[src/rtl/slc3_isdu.sv]
// slc3_isdu: SLC-3 fetch/decode/execute control FSM; memory strobes are held for MEM_WAIT cycles.
// Define SLC3_PAUSE_EN to add the PAUSE opcode (1101) with its P1/P2 handshake on Continue.
module slc3_isdu #(
  parameter int unsigned MEM_WAIT = 2
) (
  input  logic       Clk,
  input  logic       Reset,
  input  logic       Run,
  input  logic       Continue,
  input  logic [3:0] Opcode,
  input  logic       IR_5,
  input  logic       IR_11,
  input  logic       BEN,
  output logic       LD_MAR,
  output logic       LD_MDR,
  output logic       LD_IR,
  output logic       LD_BEN,
  output logic       LD_CC,
  output logic       LD_REG,
  output logic       LD_PC,
  output logic       LD_LED,
  output logic       GatePC,
  output logic       GateMDR,
  output logic       GateALU,
  output logic       GateMARMUX,
  output logic       SR2MUX,
  output logic       ADDR1MUX,
  output logic       MARMUX,
  output logic       DRMUX,
  output logic       SR1MUX,
  output logic       MIO_EN,
  output logic [1:0] PCMUX,
  output logic [1:0] ADDR2MUX,
  output logic [1:0] ALUK,
  output logic       Mem_OE,
  output logic       Mem_WE
);

  typedef enum logic [4:0] {
    S_HALTED,
    S_F1,
    S_F2,
    S_F3,
    S_DEC,
    S_ADD,
    S_AND,
    S_NOT,
    S_BR_T,
    S_JMP,
    S_JSR1,
    S_JSR2,
    S_LDR1,
    S_LDR2,
    S_LDR3,
    S_STR1,
    S_STR2,
    S_STR3
`ifdef SLC3_PAUSE_EN
    , S_P1,
    S_P2
`endif
  } state_t;

  localparam logic [2:0] WAIT_LAST = 3'(MEM_WAIT - 1);

  state_t     state_q, state_d;
  logic [2:0] wait_q, wait_d;
  logic       mem_last;

  assign mem_last = (wait_q == WAIT_LAST);

  always_ff @(posedge Clk or negedge Reset) begin
    if (!Reset) begin
      state_q <= S_HALTED;
      wait_q  <= '0;
    end else begin
      state_q <= state_d;
      wait_q  <= wait_d;
    end
  end

  // The wait counter only advances inside a memory state; every exit lands it back at 0.
  always_comb begin
    state_d    = state_q;
    wait_d     = '0;
    LD_MAR     = 1'b0;
    LD_MDR     = 1'b0;
    LD_IR      = 1'b0;
    LD_BEN     = 1'b0;
    LD_CC      = 1'b0;
    LD_REG     = 1'b0;
    LD_PC      = 1'b0;
    LD_LED     = 1'b0;
    GatePC     = 1'b0;
    GateMDR    = 1'b0;
    GateALU    = 1'b0;
    GateMARMUX = 1'b0;
    SR2MUX     = 1'b0;
    ADDR1MUX   = 1'b0;
    MARMUX     = 1'b0;
    DRMUX      = 1'b0;
    SR1MUX     = 1'b0;
    MIO_EN     = 1'b0;
    PCMUX      = 2'd0;
    ADDR2MUX   = 2'd0;
    ALUK       = 2'd0;
    Mem_OE     = 1'b0;
    Mem_WE     = 1'b0;

    case (state_q)
      S_HALTED: if (Run) state_d = S_F1;
      S_F1: begin
        GatePC  = 1'b1;
        LD_MAR  = 1'b1;
        LD_PC   = 1'b1;
        state_d = S_F2;
      end
      S_F2, S_LDR2: begin
        Mem_OE = 1'b1;
        MIO_EN = 1'b1;
        LD_MDR = mem_last;
        if (mem_last) state_d = (state_q == S_F2) ? S_F3 : S_LDR3;
        else          wait_d  = wait_q + 3'd1;
      end
      S_F3: begin
        GateMDR = 1'b1;
        LD_IR   = 1'b1;
        state_d = S_DEC;
      end
      S_DEC: begin
        LD_BEN = 1'b1;
        case (Opcode)
          4'b0001: state_d = S_ADD;
          4'b0101: state_d = S_AND;
          4'b1001: state_d = S_NOT;
          4'b0000: state_d = BEN ? S_BR_T : S_F1;
          4'b1100: state_d = S_JMP;
          4'b0100: state_d = S_JSR1;
          4'b0110: state_d = S_LDR1;
          4'b0111: state_d = S_STR1;
`ifdef SLC3_PAUSE_EN
          4'b1101: state_d = S_P1;
`endif
          default: state_d = S_F1;
        endcase
      end
      S_ADD, S_AND, S_NOT: begin
        SR1MUX  = 1'b1;
        SR2MUX  = ~IR_5;
        ALUK    = (state_q == S_ADD) ? 2'd0 : (state_q == S_AND) ? 2'd1 : 2'd2;
        GateALU = 1'b1;
        LD_REG  = 1'b1;
        LD_CC   = 1'b1;
        state_d = S_F1;
      end
      S_BR_T: begin
        ADDR2MUX = 2'd2;
        PCMUX    = 2'd2;
        LD_PC    = 1'b1;
        state_d  = S_F1;
      end
      S_JMP: begin
        ADDR1MUX = 1'b1;
        SR1MUX   = 1'b1;
        PCMUX    = 2'd2;
        LD_PC    = 1'b1;
        state_d  = S_F1;
      end
      S_JSR1: begin
        GatePC  = 1'b1;
        DRMUX   = 1'b1;
        LD_REG  = 1'b1;
        state_d = S_JSR2;
      end
      S_JSR2: begin
        ADDR1MUX = ~IR_11;
        SR1MUX   = ~IR_11;
        ADDR2MUX = IR_11 ? 2'd3 : 2'd0;
        PCMUX    = 2'd2;
        LD_PC    = 1'b1;
        state_d  = S_F1;
      end
      S_LDR1, S_STR1: begin
        ADDR1MUX   = 1'b1;
        SR1MUX     = 1'b1;
        ADDR2MUX   = 2'd1;
        GateMARMUX = 1'b1;
        LD_MAR     = 1'b1;
        state_d    = (state_q == S_LDR1) ? S_LDR2 : S_STR2;
      end
      S_LDR3: begin
        GateMDR = 1'b1;
        LD_REG  = 1'b1;
        LD_CC   = 1'b1;
        state_d = S_F1;
      end
      S_STR2: begin
        ALUK    = 2'd3;
        GateALU = 1'b1;
        LD_MDR  = 1'b1;
        state_d = S_STR3;
      end
      S_STR3: begin
        Mem_WE = 1'b1;
        if (mem_last) state_d = S_F1;
        else          wait_d  = wait_q + 3'd1;
      end
`ifdef SLC3_PAUSE_EN
      S_P1: begin
        LD_LED = 1'b1;
        if (Continue) state_d = S_P2;
      end
      S_P2: if (!Continue) state_d = S_F1;
`endif
      default: state_d = S_HALTED;
    endcase
  end

endmodule
[config.mk]
export PLATFORM = sky130hd
export DESIGN_NAME = slc3_isdu
export DESIGN_NICKNAME = d
export VERILOG_FILES = /design/src/rtl/slc3_isdu.sv
export SDC_FILE = /design/constraint.sdc
export NUM_CORES = 1
export LEC_CHECK = 0
export CORE_UTILIZATION = 40
export DETAILED_ROUTE_END_ITERATION = 8
export PLACE_DENSITY_LB_ADDON = 0.08
export REMOVE_ABC_BUFFERS = 1
export SLEW_MARGIN = 15
export SYNTH_ARGS = -nofsm -noshare
export SYNTH_HDL_FRONTEND = slang
export SYNTH_SLANG_ARGS = --single-unit
[constraint.sdc]
create_clock -name Clk -period 1.4 [get_ports Clk]
set_input_delay 0.21 -clock Clk [delete_from_list [all_inputs] [get_ports Clk]]
set_output_delay 0.21 -clock Clk [all_outputs]
set_load 0.01 [all_outputs]
==> results of run 1 <==
[Yosys cell counts (all sizes together) (2+ instances only)]
cell type / instances / area (µm²)
nor2: 25 / 93.8
a21oi: 15 / 82.6
buf: 13 / 80.1
nand2: 12 / 45.0
dfrtp: 8 / 200
nand2b: 8 / 50.1
o21ai: 8 / 40.0
a2111oi: 5 / 50.0
nor2b: 5 / 31.3
nor3: 5 / 25.0
nor3b: 5 / 37.5
and3: 3 / 18.8
inv: 3 / 11.3
a31oi: 2 / 12.5
and2: 2 / 12.5
nand3: 2 / 10.0
nand3b: 2 / 15.0
nor4b: 2 / 17.5
o31ai: 2 / 15.0
or2: 2 / 12.5
or3b: 2 / 20.0
[timing repair]
| item | in CTS |
|---|---|
| gates cloned | 2 |
| setup buffers | 19 |
| hold endpoints to repair | 0 |
| pin swaps | 21 |
| endpoints found under the setup margin | 31 |
| gates resized for setup | 184 |
[routing by layer]
layer  overflow  GRT usage
met1          0      0.639
met2          1      0.880
met3          0      0.444
met4          1      0.707
met5          0          0
[logic make-up after synthesis]
kind of cell           count (synthesis)
AO/OA/AOI/OAI                         42
XOR/XNOR                               1
buffers and inverters                 17
flip-flops                             8
other                                  1
AND/OR/NAND/NOR                       77
[stage by stage]
| stage | instances | cell area (µm²) | hold slack (ns) | setup WS (ns) |
|---|---|---|---|---|
| after floorplan | 134 | 927 | -0.0856 | -0.417 |
| after global placement | 239 | 1620 | 0.499 | -0.626 |
| after detailed placement | 239 | 1620 | 0.516 | -0.672 |
| after CTS | 263 | 2020 | 0.246 | -0.444 |
==> summary by stage, run 1 <==
Synthesis
The simple-gate share of the synthesized area is 0.404. The combinational family with the most area after synthesis is simple AND/OR/NAND/NOR gates. The number of warning messages in the yosys log is 0.

Counting flops and latches in the post-synthesis netlist gives 8. The share of flip-flops with an asynchronous set or reset is 1.00. The number of enable-type register cells in the synthesized netlist is 0. A synthesized cell averages 6.87 µm². Of the total synthesized cell area, the portion taken by full adders, half adders and majority gates is 0. The gate count after technology mapping is 146. The parity-gate share of the synthesized area counting xor and xnor cells is 0.00873. In the synthesized netlist the dominant register cell turns out to be dfrtp_1. The number of distinct library cell variants in the gate-level netlist after synthesis is 40. The share of the synthesized area in compound gates (AO/OA/AOI/OAI) came to 0.289. The mux contribution to synthesized area is 0.

In this run the cell area of the synthesized design comes to 1000 µm². The sequential share of the synthesized area is 0.200.

Global routing
The residual overflow from global routing is 2. The pin count of the biggest net entering global routing is 13. In the global route stage, overall resource usage came out at 0.660.

Die
The horizontal extent of the die is 52.1 µm. In this run the core area contains 17 standard-cell rows. In this run the vertical extent of the chip is 52.1 µm. The initial utilization of the core area, before any placement, comes to 0.437. The number of top-level pins is 37.

Clock tree
The maximum clock path buffer count is 2. Buffers inserted to repair hold after CTS numbered 0. The clock net in this run drives a total of 8 sinks. The clock root buffer is clkbuf_4. The maximum level of the CTS H-tree is 1.

TritonCTS created 3 clock buffers.

Run status
The tool reported: "[ERROR GRT-0232] Routing congestion too high. Check the congestion heatmap in the GUI". The flow halted during 5_1_grt. The flow did not finish.

Timing
After the last repair the worst path ends at a primary output. The global-route repair_timing pass left the worst setup endpoint at SR1MUX.

Place
The wire-length estimate of the detail-placed layout is 2650 µm. At the end of routability-driven placement, the weighted congestion stood at ~0.95. The count of port buffers added during placement is 32.
==> inputs of run 2 (changes only) <==
Settings changed: CORE_UTILIZATION 40 to 25, PLACE_DENSITY_LB_ADDON 0.08 to 0.15.
Clock period 1.4 ns to 1.8 ns, I/O delays scaled along.
==> summary by stage, run 2 <==
Power
The cell area power density is 1320 nW/µm². The reported leakage power is 0.000898 µW. The peak supply drop is around 0.77 mV.

Timing
The transition time at the pin with the least slew margin is 0.506 ns. The max-slew violation count came to 0. Derived from the worst setup path, the maximum achievable clock frequency is 546 MHz. The count of final hold-check violations is 0. In this run the tightest slew margin relative to its limit is 0.654. The clock arrives with 0.00164 ns of skew. Setup repair after global routing could not meet its margin everywhere. Of the available clock period, the critical path in the final layout requires 1.02.

The final setup violation count is 4. The setup slack of the critical path after layout is -0.0307 ns. The clock period minus worst slack is roughly 1.8 ns. The setup TNS after final layout is -0.0822 ns.

Worst setup path
STA classifies the critical path startpoint as a register. The largest driver fanout on the critical path is 4. The classification of the worst setup path is reg2out. The number of cells on the worst reg-to-reg path is 7. The data required time at the worst endpoint is 1.53 ns. The worst setup path is captured at an output pin. Data arrives at the worst endpoint at between 1.5 and 2 ns.

Flow run
The reported max-cap violation count is 0.

Synthesis
The synthesized netlist contains 40 unique library cells. The largest total area in the synthesized netlist belongs to dfrtp_1. The number of synthesized register bits is 8.

Of the synthesized area, sequential elements account for 0.200. The most instantiated library cell after synthesis is nor2_1. The average cell area after synthesis is about 6.9 µm².

For this run, the leading register cell type out of synthesis is dfrtp_1. In the synthesized netlist the async set-or-reset flop fraction comes to 1.00. Sorting the synthesized cells by area gives the leading types as dfrtp_1 (20%), nor2_1 (9.4%), a21oi_1 (6.5%).

In this run, synthesis inferred 0 flip-flops with an integrated enable. The portion of synthesized cell area occupied by the leading cell type is 0.200. The mapped netlist covers 1000 µm². The number of warning messages in the yosys log is 0. In the synthesized netlist, the number of instances is roughly 150.

Sorting the synthesized cells by how often they occur yields nor2_1 (25), a21oi_1 (13), nand2_1 (12).

Global routing
For this run, global-route usage on met2 was measured as 0.349. Across every metal layer, demand over resource in global routing totals 0.190. For met1 alone, demand over resource in global routing was 0.224.

The first-pass GRT wire length is 6260 µm. The number of antenna violations at the first check in global routing came to 0. The residual overflow from global routing is 0. met2 is the most crowded layer. The met3 global-route usage is 0.0260. The pin count of the biggest net entering global routing is 12. The number of global-route vias before repair is between 1,000 and 1,500.

Die
The die footprint is 4270 µm². For this configuration, the core starts out at a cell density of 0.268. The number of top-level pins is 37. From left edge to right edge, the die measures 65.4 µm.

The floorplan die height is 65.4 µm. The core box area is 3740 µm². The total number of placement rows is 22.

Detailed routing
The post-detailed-route count of antenna-violating nets is 0. The final layout contains routed wiring with a total length of just over 4000 µm. The detailed-route wire length per cell is ~15 µm. The first detailed-routing pass ran for 4 iterations. In the routed layout, each cell is associated on average with a via count of around 5.0.

The first-iteration detailed-routing DRC count is 36. The detailed-route DRC error count is 0. The final route contains 1,421 vias.

Finish
Leaving out fill and tap cells, the most frequent cell in the layout is buf_4. In the final layout, the registers with the most flip-flops are state_q: 5 flops, wait_q: 3 flops. The number of antenna diodes in the final layout is 0. The register with the most flip-flops in the layout has 5 of them.

The share of cells above drive strength 1 is 0.557. The finished cells cover 1980 µm². After the last flow step, the layout net total stands at 250.

Compared with the post-synthesis result, the final layout area differs by 97.4%. In the layout the commonest cells are buf_4 (52), nor2_1 (17), buf_6 (16). Counting flops per register, the top entry is state_q.

Place
Summed over all nets, the half-perimeter wirelength after detailed placement is 2700 µm. The weighted congestion at the end of routability-driven global placement is 0.775. The count of port buffers added during placement is 32.

In this run the cell area measured after placement is between 1500 and 2000 µm².

Clock tree
The maximum clock path buffer count is 2. The clock edge transition at the registers on the reported setup and hold paths is ~0.04 ns. The maximum level of the CTS H-tree is 1.

The TritonCTS clock tree is built. The later pin in the worst-skew pair is clocked with a latency of 0.23 ns. The clock sink count is 8. The TritonCTS buffer count is 3. The quantity of hold-fixing buffers added after cts is 0. CTS placed an instance of clkbuf_8 at the clock tree root.

Run status
The checks that failed: setup timing. The flow ran to the end, but the final reports show violations.

Min path
The worst min-delay path class is in2async.
==> run 2: area by class of cell <==
cell class / instances / area [µm²]
fill: 382 / 1760
clock buffer: 3 / 41.3
tap: 48 / 60.1
inverter: 3 / 11.3
multi-input combinational: 123 / 873
timing repair buffer: 100 / 788
sequential: 8 / 206
==> run 2: cells by family after synthesis <==
group	after synthesis	share of synthesized area
flip-flops	8	0.199
other	1	0.00374
AO/OA/AOI/OAI	42	0.289
XOR/XNOR	1	0.00873
AND/OR/NAND/NOR	77	0.404
buffers and inverters	17	0.0948
==> run 2: critical path: stages (launching register included) <==
cell and delay (ns):
dfrtp_2 0.45, buf_6 0.14, buf_6 0.11, nor2b_4 0.12, a22oi_2 0.20, o22a_1 0.15
nor2_1 0.03, buf_2 0.13
==> run 2: worst paths after layout <==
| path | startpoint | to | slack (ns) |
|---|---|---|---|
| max | state_q[3] | LD_MAR | -0.03 |
| min | Reset | wait_q[2] | 0.35 |
| max reg2reg | state_q[3] | state_q[1] | 0.02 |
| min reg2reg | wait_q[0] | wait_q[0] | 0.54 |
| max in group asynchronous | Reset | state_q[2] | 1.12 |
| min in group Clk | wait_q[0] | wait_q[0] | 0.54 |
==> run 2: metrics by stage <==
| step | util | hold WS [ns] | power (µW) | cells | setup slack [ns] |
|---|---|---|---|---|---|
| 3_3_place_gp | 0.444 | 0.526 | 1930 | 261 | -0.332 |
| 2_1_floorplan | - | -0.0256 | 1000 | 134 | -0.0775 |
| 6_report | 0.529 | 0.351 | 2620 | 285 | -0.0307 |
| 3_5_place_dp | 0.444 | 0.540 | 1940 | 261 | -0.382 |
| 4_1_cts | 0.496 | 0.356 | 2370 | 282 | -0.107 |
| 5_1_grt | 0.529 | 0.377 | 2770 | 285 | -0.0938 |
==> run 2: per-layer routing <==
| metal | routed length (µm) | share of wire |
|---|---|---|
| met2 | 2140 | 0.52 |
| met4 | 44 | 0.011 |
| met3 | 163 | 0.039 |
| met5 | 0 | 0 |
| met1 | 1790 | 0.43 |
==> run 2: where the power goes <==
part	leakage, µW	switching, µW	internal [µW]
Sequential	0.0000992	91.5	233
Clock	0.0000216	75.4	145
Combinational	0.000777	970	1100
Total	0.000898	1140	1480
==> run 2: repair_timing <==
action,CTS,global route
gates resized for setup,93,52
setup endpoints to repair,24,23
pin swaps,8,14
setup buffers,18,4
hold endpoints to repair,0,0
Power figures use the tool's default switching activity.
==> inputs of run 3 (changes only) <==
Settings changed: CORE_AREA set to 2 2 63 65, CORE_UTILIZATION 25 to unset, DIE_AREA set to 0 0 65 67.
==> summary by stage, run 3 (synthesis results as in run 2) <==
Worst setup path
STA puts the critical path data arrival time at 1.60 ns. The endpoint class of the critical path is an output pin. The critical path launch point type is a register. The total buffers and inverters traversed by the critical path is 3. Walking the worst path, the cells encountered are buf_6, buf_6, and3_4, nor2_4, nor2_4, a2111oi_4, buf_2. The largest individual stage delay along the critical path comes from the cell dfrtp_2.

For the worst setup path, the data required time is 1.53 ns. The classification of the worst setup path is reg2out. The cell family contributing the most delay on the critical path is flip-flops. Of all nets on the critical path, the largest fanout is 2.

On the worst path, the slowest cell contributes a delay of a little over 0.4 ns.

Timing
The final setup violation count is 5. Setup repair after global routing could not meet its margin everywhere. Final hold analysis gives a worst-case slack of 0.326 ns. The max-slew violation count was 0. In the finished design, the share of the clock period the worst path needs comes to 1.04. The count of final hold-check violations is 0. The clock period minus worst slack is 1.87 ns. The clock arrives with about 0.0013 ns of skew. The setup slack of the critical path after layout is -0.0744 ns. Static timing analysis puts the maximum clock frequency at 534 MHz.

Detailed routing
The total vias in the final route is 1,367. The sum of routed wire length over all layers is 3930 µm. In the routed design, unresolved DRC markers number 0. The post-detailed-route count of antenna-violating nets is 0. The detailed-route wire length per cell is 14.1 µm. The first routing iteration left 49 violations. The detailed-route vias per instance is 4.92.

The number of detailed-routing iterations run before antenna repair is 4.

Finish
The share of the core filled with cells is 0.535. The largest register by flop count is state_q. The number of diodes is 0.

Leaving out fill and tap cells, the most frequent cells in the layout are buf_4 (49), nor2_1 (18), buf_2 (17). The largest registers in the layout are state_q: 5 flops, wait_q: 3 flops. The most frequent standard cell in the layout excluding fill and tap cells is buf_4. The summed area of non-filler cells in the final layout is between 1500 and 2000 µm².

Of the cells placed in the final design, the portion with a size suffix greater than 1 is 0.539. The register with the most flip-flops in the layout has 5 of them. The area overhead of the layout relative to synthesis is 92.4%. For this run, the post-layout net count is around 240.

Global routing
The number of antenna violations at the first check in global routing came to 0. The number of global-route vias before repair came to approximately 1,300. The total overflow left after global routing is 0.

The first global-routing pass estimated 6260 µm of wire. For this run, the total global-route usage over all layers was measured as 0.188. The pin count of the biggest net entering global routing is 21.

Clock tree
TritonCTS built the clock tree. The clock sink count is 8. The clock edge transition at the registers on the reported setup and hold paths is roughly 0.040 ns. In this run the number of H-tree levels came out at 1.

The maximum clock path buffer count is 2. The cell sitting at the root of the clock tree is a clkbuf_8. The later-pin clock latency in the skew report is between 0.2 and 0.25 ns. The TritonCTS buffer count is 3.

Die
The horizontal extent of the die is roughly 65 µm. During I/O placement, the number of pins put on the boundary was 37. In this run the standard cell core region covers 3610 µm². The die footprint is ~4400 µm². The initial utilization of the core area, before any placement, comes to 0.278. The initialized floorplan defines 22 standard-cell rows. The floorplan die height is 67 µm.

Min path
The worst min-delay path class is in2async.

Power
The cell area power density is 1320 nW/µm². In this run the static leakage power is between 0.0008 and 0.0009 µW. The peak supply drop is approximately 0.61 mV.

Summing internal, switching and leakage power gives roughly 2500 µW.

Place
In this run the cell area measured after placement is 1670 µm². Input and output buffers added on the ports amount to 32. The sum of net half-perimeters after detailed placement is approximately 2700 µm.

At the end of routability-driven placement, the weighted congestion stood at around 0.87.

Run status
The run finished, with violations left. The final reports fail on setup timing.

Flow run
The reported max-cap violation count is 0.
==> run 3: changes by cell type in the layout (fill, tap and decap cells not counted), sizes merged <==
cell | previous run | this run
buf | 83 | 77
clkdlybuf4s15 | 1 | 0
clkinvlp | 0 | 1
inv | 3 | 2
==> run 3: metrics by stage <==
step	cells	setup TNS (ns)	worst slack [ns]
after floorplan	134	-0.0775	-0.0775
after global placement	260	-3.80	-0.306
after CTS	273	-0.325	-0.119
after global routing	278	-0.710	-0.130
final	278	-0.201	-0.0744
after detailed placement	260	-3.76	-0.338
==> run 3: worst paths after layout <==
| check | startpoint | to | slack [ns] | cells past startpoint |
|---|---|---|---|---|
| worst max-delay path | state_q[2] | SR1MUX | -0.07 | 7 |
| worst min-delay path | Reset | state_q[0] | 0.33 | 1 |
| worst max register to register | state_q[2] | state_q[1] | 0.08 | 6 |
| worst min register to register | wait_q[0] | wait_q[0] | 0.55 | 2 |
| max in group asynchronous | Reset | state_q[4] | 1.18 | 1 |
| min in group Clk | wait_q[0] | wait_q[0] | 0.55 | 2 |
==> run 3: cell type report <==
cell class | count | area (µm²)
Multi-Input combinational cell | 123 | 882
Sequential cell | 8 | 205
Inverter | 3 | 15.0
Fill cell | 338 | 1680
Tap cell | 48 | 60.1
Timing Repair Buffer | 93 | 727
Clock buffer | 3 | 41.3
==> run 3: worst reg2reg max path: cells and delay by family, from the launching register on <==
family,cells,cell delay [ns]
compound gates,3,0.50
flops,1,0.41
simple gates,1,0.40
buf+inv,2,0.31
==> run 3: repair_timing <==
| action | CTS | global route |
|---|---|---|
| gates resized for setup | 86 | 57 |
| setup buffers | 10 | 6 |
| pin swaps | 9 | 15 |
| endpoints found under the hold margin | 0 | 0 |
| endpoints found under the setup margin | 23 | 22 |
| hold buffers | 0 | 0 |
==> run 3: where the power goes <==
part	total [µW]	internal, µW	switching (µW)
Clock	224	146	78.6
Combinational	2030	1040	992
Sequential	284	231	52.6
Total	2540	1420	1120
==> run 3: per-layer routing <==
layer	track usage	wire length, µm	up-vias
met3	0.0236	186	7
met1	0.225	1730	626
met2	0.347	1960	43
met5	0	0	-
met4	0.0559	51	0
li1	-	-	691
